[src/rtl/game_pkg.sv]
// Shared command, phase and status-tag definitions for the game-phase controller.
`timescale 1ns/1ps
package game_pkg;

   localparam logic [2:0] FUNC_NOP    = 3'b000;
   localparam logic [2:0] FUNC_START  = 3'b001;
   localparam logic [2:0] FUNC_END    = 3'b010;
   localparam logic [2:0] FUNC_PAUSE  = 3'b011;
   localparam logic [2:0] FUNC_RESUME = 3'b100;

   typedef enum logic [1:0] {
      PH_IDLE  = 2'b00,
      PH_RUN   = 2'b01,
      PH_STOP  = 2'b10,
      PH_PAUSE = 2'b11
   } phase_t;

   localparam logic [1:0] STATUS_TAG = 2'b01;

endpackage

[src/rtl/game_state_ctrl_round_timer.sv]
// Round countdown: loads a fixed tick count, decrements on dec_en, pulses expire on 1->0.
`timescale 1ns/1ps
module round_timer #(
   parameter int unsigned TIMER_W  = 16,
   parameter int unsigned LOAD_VAL = 60
) (
   input  logic               clk,
   input  logic               rst,
   input  logic               load,
   input  logic               dec_en,
   output logic [TIMER_W-1:0] count,
   output logic               expire
);

   localparam logic [TIMER_W-1:0] LOAD_CNT = TIMER_W'(LOAD_VAL);
   localparam logic [TIMER_W-1:0] ONE_CNT  = TIMER_W'(1);

   always_ff @(posedge clk or posedge rst) begin
      if (rst) begin
         count  <= '0;
         expire <= 1'b0;
      end else begin
         expire <= 1'b0;
         if (load) begin
            count <= LOAD_CNT;
         end else if (dec_en && (count != '0)) begin
            count  <= count - ONE_CNT;
            expire <= (count == ONE_CNT);
         end
      end
   end

endmodule

[src/rtl/game_state_ctrl.sv]
// Game-phase controller: command FSM, latched mode, round timer and packed status word.
`timescale 1ns/1ps
module game_state_ctrl
   import game_pkg::*;
#(
   parameter int unsigned STATE_W     = 8,
   parameter int unsigned MODE_W      = 2,
   parameter int unsigned TIMER_W     = 16,
   parameter int unsigned ROUND_TICKS = 60
) (
   input  logic               clk,
   input  logic               rst,
   input  logic               en,
   input  logic [2:0]         func,
   input  logic [MODE_W-1:0]  mode_sel,
   input  logic               tick,
   output logic [STATE_W-1:0] game_state,
   output logic [TIMER_W-1:0] time_left,
   output logic               running,
   output logic               done,
   output logic               cmd_err
);

   localparam bit TIMED = (ROUND_TICKS != 0);

   phase_t            phase_q, phase_d;
   logic [MODE_W-1:0] mode_q, mode_d;
   logic              cmd_err_q, cmd_err_d;
   logic              load, cmd_take, dec_en;

   always_ff @(posedge clk or posedge rst) begin
      if (rst) begin
         phase_q   <= PH_IDLE;
         mode_q    <= '0;
         cmd_err_q <= 1'b0;
      end else begin
         phase_q   <= phase_d;
         mode_q    <= mode_d;
         cmd_err_q <= cmd_err_d;
      end
   end

   always_comb begin
      phase_d   = phase_q;
      mode_d    = mode_q;
      cmd_err_d = 1'b0;
      load      = 1'b0;
      cmd_take  = 1'b0;
      if (en) begin
         case (func)
            FUNC_NOP: ;
            FUNC_START: begin
               if ((phase_q == PH_IDLE) || (phase_q == PH_STOP)) begin
                  phase_d  = PH_RUN;
                  mode_d   = mode_sel;
                  load     = 1'b1;
                  cmd_take = 1'b1;
               end else begin
                  cmd_err_d = 1'b1;
               end
            end
            FUNC_END: begin
               if ((phase_q == PH_RUN) || (phase_q == PH_PAUSE)) begin
                  phase_d  = PH_STOP;
                  cmd_take = 1'b1;
               end else begin
                  cmd_err_d = 1'b1;
               end
            end
            FUNC_PAUSE: begin
               if (phase_q == PH_RUN) begin
                  phase_d  = PH_PAUSE;
                  cmd_take = 1'b1;
               end else begin
                  cmd_err_d = 1'b1;
               end
            end
            FUNC_RESUME: begin
               if (phase_q == PH_PAUSE) begin
                  phase_d  = PH_RUN;
                  cmd_take = 1'b1;
               end else begin
                  cmd_err_d = 1'b1;
               end
            end
            default: cmd_err_d = 1'b1;
         endcase
      end

      // Accepted commands win over the tick; rejected ones and NOPs do not block it.
      dec_en = tick && (phase_q == PH_RUN) && TIMED && !cmd_take;
      if (dec_en && (time_left == TIMER_W'(1))) begin
         phase_d = PH_STOP;
      end
   end

   round_timer #(
      .TIMER_W  (TIMER_W),
      .LOAD_VAL (ROUND_TICKS)
   ) u_round_timer (
      .clk    (clk),
      .rst    (rst),
      .load   (load),
      .dec_en (dec_en),
      .count  (time_left),
      .expire (done)
   );

   always_comb begin
      game_state               = '0;
      game_state[1:0]          = STATUS_TAG;
      game_state[3:2]          = phase_q;
      game_state[4 +: MODE_W]  = mode_q;
   end

   assign running = (phase_q == PH_RUN);
   assign cmd_err = cmd_err_q;

endmodule

[config.mk]
export PLATFORM = sky130hd
export DESIGN_NAME = game_state_ctrl
export DESIGN_NICKNAME = d
export VERILOG_FILES = /design/src/rtl/game_pkg.sv /design/src/rtl/game_state_ctrl_round_timer.sv /design/src/rtl/game_state_ctrl.sv
export SDC_FILE = /design/constraint.sdc
export NUM_CORES = 1
export LEC_CHECK = 0
export CORE_MARGIN = 3
export CORE_UTILIZATION = 53
export DETAILED_ROUTE_END_ITERATION = 8
export PLACE_DENSITY = 0.93
export SETUP_SLACK_MARGIN = 0.3
export SYNTH_ARGS = -nofsm -noshare
export SYNTH_HDL_FRONTEND = slang
export SYNTH_HIERARCHICAL = 1
export SYNTH_SLANG_ARGS = --single-unit
export TNS_END_PERCENT = 100
[constraint.sdc]
create_clock -name clk -period 4.33 [get_ports clk]
set_input_delay 0.433 -clock clk [delete_from_list [all_inputs] [get_ports clk]]
set_output_delay 0.433 -clock clk [all_outputs]
set_load 0.02 [all_outputs]
==> impl_metrics.yaml, run 1 <==
run_status:
  status: "completed"
drt:
  ant_nets: 0
  dr.pass1.iters: 4
  viasPerCell: 6.17
  drt_iter0_drc: 59
  wl_per_cell_um: 16.5
  drcViolationCount: 0
  vias: 1308
  wirelength_mm: 3.51
synthesis:
  synth-seq-cells: 22
  synthFlopType: "dfrtp_1"
  synth.largest_area_cell: "dfrtp_1"
  synthTopCellsByArea: "dfrtp_1 (38%), a21oi_1 (2.7%), nor4_1 (2.6%)"
  synthCells: 154
  avgSynthCellArea_um2: 9.48
  synth_top_area_share_pct: 37.7
  synth_edf_count: 0
  ys_types: 54
  yosysWarnings: 6
  syn_area_mm2: 0.00146
  synthArstFlopShare_pct: 100
  seq_area_frac_synth_pct: 37.7
global_routing:
  grt_max_degree: 18
  globalRouteMet2Util_pct: 37.3
  first_global_vias: 1331
  use_met3_pct: 6.14
  grt_util_all_layers_pct: 22.9
  grt_pass1_wl_mm: 6.09
  grt.busiest_layer: "met2"
  grtUsageMet1_pct: 29.0
  grt_overflow: 0
  antenna_found_initial: 0
clock_network:
  ctsRootBufferMaster: "clkbuf_4"
  clock_path_buffers: 2
  path_clk_slew_ns: 0.12
  post_cts_resize_count: 0
  post-cts-setup-buffers: 0
  clkLatencyLatePin_ns: 0.32
  numClockSinks: 22
  h-tree-depth: 1
  cts_tree: "built"
  hold_buffers: 0
  cts_buffers: 3
floorplan:
  die_y_um: 58.5
  die-area_mm2: 0.00342
  core_mm2: 0.00254
  die_width_um: 58.5
  ios: 36
  rows: 18
  start_util_pct: 57.4
sta:
  max_slew_margin_pct: 55.7
  clock.fmax_ghz: 0.356
  slew_viol_final: 0
  rsz0062_at_grt: "no"
  min_period_ns: 2.81
  finalHoldViolations: 0
  fin_setup_tns_ns: 0
  setup_viol: 0
  holdWs_ns: 0.317
  tightest_slew_ns: 0.664
  clock_skew_ns: 0.00315
  period_share_pct: 64.9
final_layout:
  diodes: 0
  final_layout_size_suffix_gt1_share_pct: 12.1
  synthToLayoutAreaGrowth_pct: 22.5
  finalNetCount: 194
hold_path:
  holdCritPathClass: "in2async"
setup_path:
  cp_max_fo: 8
  start_kind: "input port"
  end_kind: "flip-flop"
  critPathKind: "in2reg"
  arrival_ns: 3.03
  required_ns: 4.55
place:
  gp_congestion: 0.857
  io_buffers: 31
  hpwl_mm: 2.63
flow_run:
  max-cap-violations: 0
power:
  powerDensity_mw_per_mm2: 564
  ir_worst_vdd_mv: 0.441
  power.leakage_nw: 0.725
-- synth_stat cells (all sizes together) (3+ instances only) --
cell type / number
buf: 8
o21a: 3
o31ai: 5
o21ai: 5
mux2: 4
or4: 8
nor3b: 3
nor2: 8
a21oi: 8
nand2: 6
inv: 8
nand3: 7
and2: 3
dfrtp: 22
nor2b: 3
nor4: 7
nand4: 3
or3: 6
nor3: 6
-- routing by layer --
layer,part of all wire (%),up-vias
li1,-,630
met1,40,623
met2,52,49
met3,6.0,6
met4,1.2,0
met5,0,-
-- critical path: stages --
cell and delay (ns):
clkdlybuf4s50_1 0.62, nor3b_2 0.10, a22oi_1 0.24, o211a_1 0.26
nor3b_1 0.52, nand4_1 0.24, nor4_1 0.24, mux2_2 0.36
-- cells by family (layout without fill, tap and decap cells) --
group / count (synthesis) / count (layout) / share of synthesized area (%)
DFF: 22 / 22 / 37.7
muxes: 4 / 4 / 3.08
xor gates and xnor gates: 2 / 2 / 1.20
buffers and inverters: 18 / 44 / 6.86
AOI/OAI and AO/OA: 32 / 32 / 16.7
other: 2 / 4 / 0.514
adders and majority gates: 2 / 2 / 1.71
and+or+nand+nor: 72 / 72 / 32.2
-- metrics by stage --
stage | total power [mW] | cell area (um^2) | setup WS (ns) | utilization [%] | std cells
2_1_floorplan | 0.695 | 1470 | 1.91 | - | 156
3_3_place_gp | 0.868 | 1750 | 1.27 | 68.9 | 208
3_5_place_dp | 0.893 | 1750 | 1.20 | 68.9 | 208
4_1_cts | 1.01 | 1790 | 1.55 | 70.3 | 212
5_1_grt | 1.08 | 1790 | 1.18 | 70.3 | 212
6_report | 1.01 | 1790 | 1.52 | 70.3 | 212
-- area by class of cell --
cell class | count | area, um^2
Inverter | 8 | 30.0
Sequential cell | 22 | 551
Multi-Input combinational cell | 116 | 817
Tap cell | 30 | 37.5
Timing Repair Buffer | 32 | 318
Fill cell | 198 | 756
Clock buffer | 4 | 36.3
-- final timing paths --
| check | startpoint | to | slack, ns | cells past startpoint |
|---|---|---|---|---|
| worst max register to register | phase_q[1] | u_round_timer/count[15] | 1.68 | 7 |
| worst min-delay path | rst | mode_q[1] | 0.32 | 2 |
| worst min register to register | mode_q[0] | mode_q[0] | 0.50 | 1 |
| max in group asynchronous | rst | u_round_timer/count[9] | 3.39 | 2 |
| worst max-delay path | func[0] | u_round_timer/count[15] | 1.52 | 8 |
| min in group clk | mode_q[0] | mode_q[0] | 0.50 | 1 |
-- power breakdown --
| part | internal [mW] | total [mW] | switching (mW) | leakage, nW |
|---|---|---|---|---|
| clock network | 0.0515 | 0.117 | 0.0651 | 0.0210 |
| registers | 0.267 | 0.373 | 0.106 | 0.279 |
| logic | 0.248 | 0.518 | 0.271 | 0.425 |
-- cell usage in the layout, fill, tap and decap left out, types with 3 or more instances in the layout --
cell / n
nand2_1: 6
clkdlybuf4s50_1: 31
or4_1: 5
a21oi_1: 8
nor3_1: 5
or3_1: 5
nor2_1: 8
nand3_1: 7
nand4_1: 3
nor4_1: 6
inv_1: 8
conb_1: 4
o21a_1: 3
o21ai_0: 5
dfrtp_1: 22
and2_1: 3
o31ai_1: 5
clkbuf_4: 3
-- state kept, by name, indices dropped and copies added, names as in the netlist --
name / flops
mode_q: 2
cmd_err: 1
u_round_timer/expire: 1
u_round_timer/count: 16
phase_q: 2
Power figures use the tool's default switching activity.
==> run 2: changes to the inputs <==
Settings changed: CORE_UTILIZATION 53 to 44, PLACE_DENSITY 0.93 to 0.83.
Clock period 4.33 ns to 2.45 ns, I/O delays scaled along.
==> impl_metrics.yaml, run 2 (same netlist as run 1, synthesis figures left out) <==
run_status:
  status: "completed"
floorplan:
  start_util_pct: 47.1
  core_mm2: 0.00310
  rows: 20
  die_y_um: 63.6
  ios: 36
  die-area_mm2: 0.00405
  die_width_um: 63.6
place:
  placedCellCount: 235
  gp_congestion: 0.844
  io_buffers: 31
  hpwl_mm: 2.79
  post-place-ws_ns: 0.00192
setup_path:
  cp_max_fo: 3
  cpMostUsedCell: "nor3b_4"
  cp_slowest_stage_delay_ns: 0.44
  start_kind: "flip-flop"
  critPathKind: "reg2reg"
  cp_num_buf_inv: 0
  required_ns: 2.65
  path_delay_family: "simple AND/OR/NAND/NOR gates"
  crit_slowest_cell: "dfrtp_2"
  end_kind: "flip-flop"
  arrival_ns: 2.42
  ff2ff_setup_slack_ns: 0.23
  crit_chain: "nor3b_4 > a22oi_2 > o211a_1 > nor3b_4 > nand4_1 > nor4_2 > mux2_2"
clock_network:
  cts_buffers: 3
  numClockSinks: 22
  h-tree-depth: 1
  clkLatencyLatePin_ns: 0.30
  cts_tree: "built"
  clock_path_buffers: 2
  hold_buffers: 0
  path_clk_slew_ns: 0.11
  ctsRootBufferMaster: "clkbuf_4"
sta:
  clock_skew_ns: 0.00339
  period_share_pct: 90.6
  finalHoldViolations: 0
  fin_setup_tns_ns: 0
  max_slew_margin_pct: 57.1
  min_period_ns: 2.22
  clock.fmax_ghz: 0.451
  rsz0062_at_grt: "yes"
  slew_viol_final: 0
  fin_ws_ns: 0.231
  setup_viol: 0
  tightest_slew_ns: 0.643
drt:
  wl_met1_mm: 1.68
  maxUsedRoutingLayer: "met4"
  wl_met2_mm: 1.97
  route.met3.wl_um: 233
  wl_per_cell_um: 16.1
  dr.pass1.iters: 4
  drcViolationCount: 0
  wirelength_mm: 3.97
  drt_iter0_drc: 120
  ant_nets: 0
  viasPerCell: 5.79
  vias: 1429
global_routing:
  grt_util_all_layers_pct: 20.6
  antenna_found_initial: 0
  grt_overflow: 0
  grt_max_degree: 18
  first_global_vias: 1367
  grt_pass1_wl_mm: 6.55
final_layout:
  largest_reg_flops: 16
  layout_commonest_cell: "clkdlybuf4s50_1"
  diodes: 0
  finalNetCount: 215
  instances_no_fill: 247
  top_register: "u_round_timer/count"
  largest_registers: "u_round_timer/count x16, mode_q x2, phase_q x2"
  mostFrequentLayoutCells: "clkdlybuf4s50_1 (31), buf_4 (20), dfrtp_1 (19), nor2_1 (8), inv_1 (8)"
  synthToLayoutAreaGrowth_pct: 39.3
  final_layout_size_suffix_gt1_share_pct: 27.6
  fill_cells: 255
hold_path:
  holdCritPathClass: "in2async"
flow_run:
  max-cap-violations: 0
power:
  power.leakage_nw: 0.836
  powerDensity_mw_per_mm2: 954
  ir_worst_vdd_mv: 0.513
[run 2: layout make-up]
cell class | count | area, um^2 | area share [%]
repair buffers | 53 | 483 | 23.7
clock buffers | 4 | 26.3 | 1.29
flip-flops and latches | 22 | 554 | 27.2
well taps | 44 | 55.1 | 2.71
multi-input cells | 116 | 886 | 43.5
inverters | 8 | 30.0 | 1.48
[run 2: per-stage QoR]
| stage | power (mW) | hold WS, ns | utilization, % | cell area [um^2] |
|---|---|---|---|---|
| after floorplan | 1.25 | 0.0234 | - | 1480 |
| after global placement | 1.61 | 0.467 | 60.6 | 1880 |
| after detailed placement | 1.64 | 0.500 | 60.6 | 1880 |
| after CTS | 1.88 | 0.149 | 63.1 | 1960 |
| after global routing | 2.07 | 0.151 | 65.6 | 2030 |
| final | 1.94 | 0.162 | 65.6 | 2030 |
[run 2: worst paths after layout]
path / from / cells after the start / to
max: phase_q[1] / 7 / u_round_timer/count[15]
min in group clk: mode_q[0] / 1 / mode_q[0]
max reg2reg: phase_q[1] / 7 / u_round_timer/count[15]
max in group asynchronous: rst / 2 / u_round_timer/count[0]
min reg2reg: mode_q[0] / 1 / mode_q[0]
min: rst / 2 / mode_q[0]
[run 2: metal layers]
metal  vias to the layer above  GRT usage [%]
li1                        671              -
met1                       685           25.5
met2                        63           35.9
met3                        10           3.03
met4                         0           7.55
met5                         -              0
[run 2: what timing repair did]
item	4_1_cts	5_1_grt
setup endpoints to repair	10	14
setup buffers	3	5
pin swaps	3	7
gates resized for setup	6	9
endpoints found under the hold margin	0	0
[run 2: power breakdown]
part	switching, mW	total, mW	internal (mW)	leakage, nW
registers	0.179	0.656	0.478	0.276
logic	0.558	1.12	0.560	0.545
clock network	0.103	0.166	0.0636	0.0150
==> run 3: changes to the inputs <==
Settings changed: CAP_MARGIN set to 10, CTS_CLUSTER_DIAMETER set to 50.
==> results of run 3 <==
No change in the layout: final DEF, timing and power equal those of run 2.
